### src/rtl/dircc_pkg.sv
// Definitions shared by the DIRCC arbiters: FSM state encoding, index-width helper
// and the requester-count ceiling.
package dircc_pkg;

   localparam int DIRCC_MAX_REQ = 16;

   typedef enum logic [1:0] {IDLE, ISSUE, WAIT, RESP} dircc_state_e;

   // Width of an index into n requesters; never narrower than one bit.
   function automatic int dircc_clog2(input int n);
      int w;
      w = 1;
      for (int i = 1; i < 31; i++) begin
         if ((1 << i) < n) w = i + 1;
      end
      return w;
   endfunction

endpackage

### src/rtl/dircc_rr_picker.sv
// Combinational round-robin select: first asserted request at or after i_rr_ptr,
// wrapping modulo NUM_REQ.
module dircc_rr_picker
   import dircc_pkg::*;
#(
   parameter int NUM_REQ = 4,
   parameter int IDX_W   = dircc_clog2(NUM_REQ)
) (
   input  logic [NUM_REQ-1:0] i_req,
   input  logic [IDX_W-1:0]   i_rr_ptr,
   output logic               o_any_req,
   output logic [IDX_W-1:0]   o_winner
);

   logic [NUM_REQ-1:0]   w_mask;
   logic [2*NUM_REQ-1:0] w_dbl;

   // Lower half keeps only requests at/after the pointer, upper half is the full
   // vector for the wrap; the lowest set bit of the concatenation is the winner.
   always_comb begin
      for (int i = 0; i < NUM_REQ; i++) begin
         w_mask[i] = (i >= int'(i_rr_ptr));
      end
      w_dbl     = {i_req, i_req & w_mask};
      o_any_req = |i_req;
      o_winner  = '0;
      for (int i = 2*NUM_REQ-1; i >= 0; i--) begin
         if (w_dbl[i]) o_winner = IDX_W'(i % NUM_REQ);
      end
   end

endmodule

### src/rtl/dircc_slave_read_arbiter.sv
// Round-robin arbiter sharing one read-only Avalon-MM control slave among NUM_REQ
// requesters; one read outstanding, one-cycle rvalid pulse per response.
module dircc_slave_read_arbiter
   import dircc_pkg::*;
#(
   parameter int NUM_REQ      = 4,
   parameter int ADDR_W       = 1,
   parameter int DATA_W       = 32,
   parameter int READ_LATENCY = 0
) (
   input  logic                      clock,
   input  logic                      reset_n,
   input  logic [NUM_REQ-1:0]        req,
   input  logic [NUM_REQ*ADDR_W-1:0] req_address,
   output logic [NUM_REQ-1:0]        rvalid,
   output logic [DATA_W-1:0]         rdata,
   output logic [ADDR_W-1:0]         m_address,
   output logic                      m_read,
   input  logic [DATA_W-1:0]         m_readdata,
   input  logic                      m_waitrequest
);

   localparam int IDX_W    = dircc_clog2(NUM_REQ);
   localparam int LAT_W    = 3;
   localparam int LAT_INIT = (READ_LATENCY > 0) ? READ_LATENCY - 1 : 0;

   dircc_state_e      r_state,   w_state_nxt;
   logic [IDX_W-1:0]  r_rr_ptr,  w_rr_ptr_nxt;
   logic [IDX_W-1:0]  r_gnt_idx, w_gnt_idx_nxt;
   logic [ADDR_W-1:0] r_addr_q,  w_addr_q_nxt;
   logic [DATA_W-1:0] r_data_q,  w_data_q_nxt;
   logic [LAT_W-1:0]  r_lat_cnt, w_lat_cnt_nxt;

   logic              w_any_req;
   logic [IDX_W-1:0]  w_winner;

   dircc_rr_picker #(
      .NUM_REQ (NUM_REQ),
      .IDX_W   (IDX_W)
   ) u_picker (
      .i_req     (req),
      .i_rr_ptr  (r_rr_ptr),
      .o_any_req (w_any_req),
      .o_winner  (w_winner)
   );

   always_ff @(posedge clock) begin
      if (!reset_n) begin
         r_state   <= IDLE;
         r_rr_ptr  <= '0;
         r_gnt_idx <= '0;
         r_addr_q  <= '0;
         r_data_q  <= '0;
         r_lat_cnt <= '0;
      end else begin
         r_state   <= w_state_nxt;
         r_rr_ptr  <= w_rr_ptr_nxt;
         r_gnt_idx <= w_gnt_idx_nxt;
         r_addr_q  <= w_addr_q_nxt;
         r_data_q  <= w_data_q_nxt;
         r_lat_cnt <= w_lat_cnt_nxt;
      end
   end

   always_comb begin
      w_state_nxt   = r_state;
      w_rr_ptr_nxt  = r_rr_ptr;
      w_gnt_idx_nxt = r_gnt_idx;
      w_addr_q_nxt  = r_addr_q;
      w_data_q_nxt  = r_data_q;
      w_lat_cnt_nxt = r_lat_cnt;
      case (r_state)
         IDLE: begin
            if (w_any_req) begin
               w_gnt_idx_nxt = w_winner;
               for (int i = 0; i < NUM_REQ; i++) begin
                  if (w_winner == IDX_W'(i)) w_addr_q_nxt = req_address[i*ADDR_W +: ADDR_W];
               end
               w_state_nxt = ISSUE;
            end
         end
         ISSUE: begin
            if (!m_waitrequest) begin
               if (READ_LATENCY == 0) begin
                  w_data_q_nxt = m_readdata;
                  w_state_nxt  = RESP;
               end else begin
                  w_lat_cnt_nxt = LAT_W'(LAT_INIT);
                  w_state_nxt   = WAIT;
               end
            end
         end
         WAIT: begin
            if (r_lat_cnt == '0) begin
               w_data_q_nxt = m_readdata;
               w_state_nxt  = RESP;
            end else begin
               w_lat_cnt_nxt = r_lat_cnt - LAT_W'(1);
            end
         end
         RESP: begin
            // The requester just served drops to lowest priority for the next scan.
            w_rr_ptr_nxt = (r_gnt_idx == IDX_W'(NUM_REQ - 1)) ? '0 : r_gnt_idx + IDX_W'(1);
            w_state_nxt  = IDLE;
         end
         default: w_state_nxt = IDLE;
      endcase
   end

   always_comb begin
      for (int i = 0; i < NUM_REQ; i++) begin
         rvalid[i] = (r_state == RESP) && (r_gnt_idx == IDX_W'(i));
      end
   end

   assign rdata     = r_data_q;
   assign m_read    = (r_state == ISSUE);
   assign m_address = r_addr_q;

endmodule
### config.mk
export PLATFORM = sky130hd
export DESIGN_NAME = dircc_slave_read_arbiter
export DESIGN_NICKNAME = d
export VERILOG_FILES = /design/src/rtl/dircc_pkg.sv /design/src/rtl/dircc_rr_picker.sv /design/src/rtl/dircc_slave_read_arbiter.sv
export SDC_FILE = /design/constraint.sdc
export NUM_CORES = 1
export LEC_CHECK = 0
export BUFFER_PORTS_ARGS = -buffer_cell sky130_fd_sc_hd__clkbuf_2
export CORE_ASPECT_RATIO = 0.6
export CORE_MARGIN = 2
export CORE_UTILIZATION = 40
export DETAILED_ROUTE_END_ITERATION = 10
export PLACE_DENSITY_LB_ADDON = 0.3
export SLEW_MARGIN = 20
export SYNTH_ARGS = -nofsm -noshare
export SYNTH_HDL_FRONTEND = slang
export SYNTH_SLANG_ARGS = --single-unit
### constraint.sdc
create_clock -name clock -period 4.1 [get_ports clock]
set_clock_uncertainty 0.2 [all_clocks]
set_input_delay 0.82 -clock clock [delete_from_list [all_inputs] [get_ports clock]]
set_output_delay 0.82 -clock clock [all_outputs]
set_load 0.1 [all_outputs]
==> impl_metrics.tcl <==
set metrics [dict create \
    r2r_cells 9 \
    status "finished clean" \
    min_period_over_period 0.642 \
    drt-initial-drc-count 33 \
    crit_arrival_ns 1.61 \
    clock_latency_ns 0.29 \
    report.final.slew_viol_count 0 \
    slowest_delay_ns 0.45 \
    async_reset_ff_frac 0 \
    final-setup-viol-count 0 \
    cts_sinks 42 \
    overall_die_area_sq_um 5130 \
    placed_cell_area_sq_um 2230 \
    drt_first_pass_iters 4 \
    n_antenna_cell 0 \
    yosys_warnings 0 \
    vdd_ir_drop_max_v 0.000276 \
    hold_path.startpoint "rdata[3]" \
    dpl.cell_count 348 \
    overflow 0 \
    layout-drive-gt1-share 0.331 \
    via_count 1656 \
    critical_path.cell_chain "ha_1 -> and2_1 -> clkbuf_2" \
    remaining_drc_errors 0 \
    fin_util 0.549 \
    clk_pin_slew_ns 0.08 \
    placement_rows 18 \
    post_cts_resize_count 0 \
    initial_utilization 0.431 \
    cts_htree_levels 2 \
    fin_tns_setup_ns 0 \
    synth_top_cells_by_count "sky130_fd_sc_hd__nand2_1, sky130_fd_sc_hd__dfxtp_1, sky130_fd_sc_hd__a21oi_1, sky130_fd_sc_hd__nor2_1, sky130_fd_sc_hd__ha_1" \
    die_width_um 91.2 \
    pin_count_of_the_biggest_net_entering_global_routing 43 \
    timing.critical_path.buf_inv 1 \
    final_net_count 349 \
    cts_post_setup_buffers_inserted 0 \
    timing_worst_setup_path_type "reg2out" \
    timing.rr.end "rdata[18]" \
    io-pin-count 81 \
    grt_setup_unrepaired "false" \
    cap_viol_max_count 0 \
    floorplan.core_area_sq_um 4230 \
    reg2reg_from "r_lat_cnt[0]" \
    hold_ws_ns 0.256 \
    drt-total-wl_um 3890 \
    avgRoutedWirePerCell_um 10.9 \
    synth_edf_count 0 \
    place.gp.congestion 0.781 \
    cp_top_family "buffers and inverters" \
    worstMarginPinSlew_ns 0.682 \
    relative_slew_slack 0.544 \
    count_of_non_filler_cells_in_the_finished_layout 356 \
    synthesis.area_per_instance_sq_um 8.36 \
    worst_setup_path_start_kind "flip-flop" \
    synthDominantAreaCellType "sky130_fd_sc_hd__dfxtp_1" \
    synth_nets 272 \
    detail_route.vias_per_cell 4.65 \
    fp.dieH_um 56.3 \
    antenna_violations_before_repair 0 \
    critical_path.max_fanout 6 \
    layout_min_cycle_time_ns 2.63 \
    yosys.cell_types.count 30 \
    achievable-frequency_ghz 0.380 \
    numPortBuffers 80 \
    fill_cells 444 \
    postCtsHoldBufs 0 \
    cts_tree "done" \
    number_of_standard_cells_after_synthesis 218 \
    grt_pass1_vias 1503 \
    final_hold_viol_count 0 \
    static-leakage-power_nw 1.06 \
    regToRegSetupSlack_ns 1.76 \
    post_synth_instance_area_sq_um 1820 \
    yosys.cell_count.top_type "sky130_fd_sc_hd__nand2_1" \
    worst_hold_path.endpoint "rdata[3]" \
    setup.worst_path.end_class "output port" \
    global_route_wire_length_before_repair_um 6760 \
    grt_usage 0.161 \
    cts_inserted_buffers 5 \
    synth.area.top_cells "sky130_fd_sc_hd__dfxtp_1, sky130_fd_sc_hd__nand2_1, sky130_fd_sc_hd__a21oi_1, sky130_fd_sc_hd__ha_1, sky130_fd_sc_hd__mux2i_1" \
    areaGrowthSynthToFinish_pct 27.5 \
    worst_hold_path.num_cells 2 \
    post-synth-top-area-fraction 0.461 \
    synth_ff_type "sky130_fd_sc_hd__dfxtp_1" \
    synth.yosys.seq_area_share 0.461 \
    clk_path_buf_depth 2 \
    worst_hold_path_type "reg2reg" \
    cts.root.buffer_cell "sky130_fd_sc_hd__clkbuf_8" \
    postSynthRegisterBits 42 \
    finalInstanceArea_sq_um 2320 \
    cp_slowest_cell "sky130_fd_sc_hd__clkbuf_2" \
    hpwl_um 2920 \
    power.density_nw_per_um2 581 \
    timing.critical_path.required_ns 3.08 \
    ant_nets 0 \
]
==> metrics by stage <==
stage | power [W] | setup WS (ns)
4_1_cts | 0.00137 | 1.43
3_3_place_gp | 0.00108 | 1.79
3_5_place_dp | 0.00109 | 1.78
5_1_grt | 0.00142 | 1.33
2_1_floorplan | 0.00101 | 1.68
6_report | 0.00135 | 1.47
==> worst reg2reg max path, stage by stage, from the launching register on <==
cell and delay (ns):
sky130_fd_sc_hd__dfxtp_1 0.35, sky130_fd_sc_hd__inv_1 0.05, sky130_fd_sc_hd__ha_1 0.19, sky130_fd_sc_hd__ha_1 0.17
sky130_fd_sc_hd__nor2b_1 0.45, sky130_fd_sc_hd__a21oi_2 0.10, sky130_fd_sc_hd__o21ai_2 0.17, sky130_fd_sc_hd__buf_4 0.34
sky130_fd_sc_hd__nand2_1 0.09, sky130_fd_sc_hd__a21oi_1 0.15
==> where the power goes <==
part	total, W	switching, W	internal, W
logic	0.000590	0.000483	0.000107
registers	0.000487	0.0000280	0.000459
clock network	0.000274	0.000151	0.000123
==> flip-flops by register name, summed over array words and instances, names as in the netlist <==
register and flops:
rdata 32, r_lat_cnt 3, r_gnt_idx 2, r_rr_ptr 2, r_state 2, m_address 1
==> metal layers <==
layer  track usage  up-vias  part of all wire
li1              -      861                 -
met1         0.220      743              0.51
met2         0.255       48              0.42
met3        0.0430        4             0.061
met4        0.0390        0            0.0057
met5             0        -                 0
==> how the worst max path moves through the flow <==
stage	from	to	slack (ns)	depth (start not counted)
floorplan	r_state[0]	rvalid[0]	1.68	2
global placement	r_state[0]	rvalid[3]	1.79	3
detailed placement	r_lat_cnt[0]	rdata[18]	1.78	9
CTS	r_state[0]	rvalid[1]	1.43	3
global route	r_state[0]	rvalid[1]	1.33	3
finish	r_state[0]	rvalid[3]	1.47	3
==> cell families after synthesis <==
kind of cell	after synthesis	share of synthesized area
buf+inv	21	0.0625
fa+ha+maj	11	0.0755
simple gates	90	0.207
xor+xnor	1	0.00481
mux	7	0.0391
flops	42	0.461
compound gates	46	0.150
==> layout make-up <==
type,count,area [sq um],area share
Tap cell,60,75.1,0.0323
Sequential cell,42,841,0.362
Clock inverter,3,25.0,0.0108
Clock buffer,5,68.8,0.0296
Timing Repair Buffer,81,408,0.176
Multi-Input combinational cell,155,868,0.374
Inverter,10,37.5,0.0162
==> layout by cell type, fill, tap and decap left out, types with 2 or more instances in the layout <==
master / n
sky130_fd_sc_hd__clkbuf_8: 5
sky130_fd_sc_hd__nand2_1: 65
sky130_fd_sc_hd__clkbuf_2: 80
sky130_fd_sc_hd__a21oi_1: 36
sky130_fd_sc_hd__nor2_1: 13
sky130_fd_sc_hd__and2_1: 4
sky130_fd_sc_hd__dfxtp_1: 42
sky130_fd_sc_hd__inv_2: 2
sky130_fd_sc_hd__nand3_1: 2
sky130_fd_sc_hd__ha_1: 11
sky130_fd_sc_hd__inv_1: 8
sky130_fd_sc_hd__mux2i_1: 6
sky130_fd_sc_hd__a211oi_1: 3
Note: power is estimated with default switching activity, not from simulation.
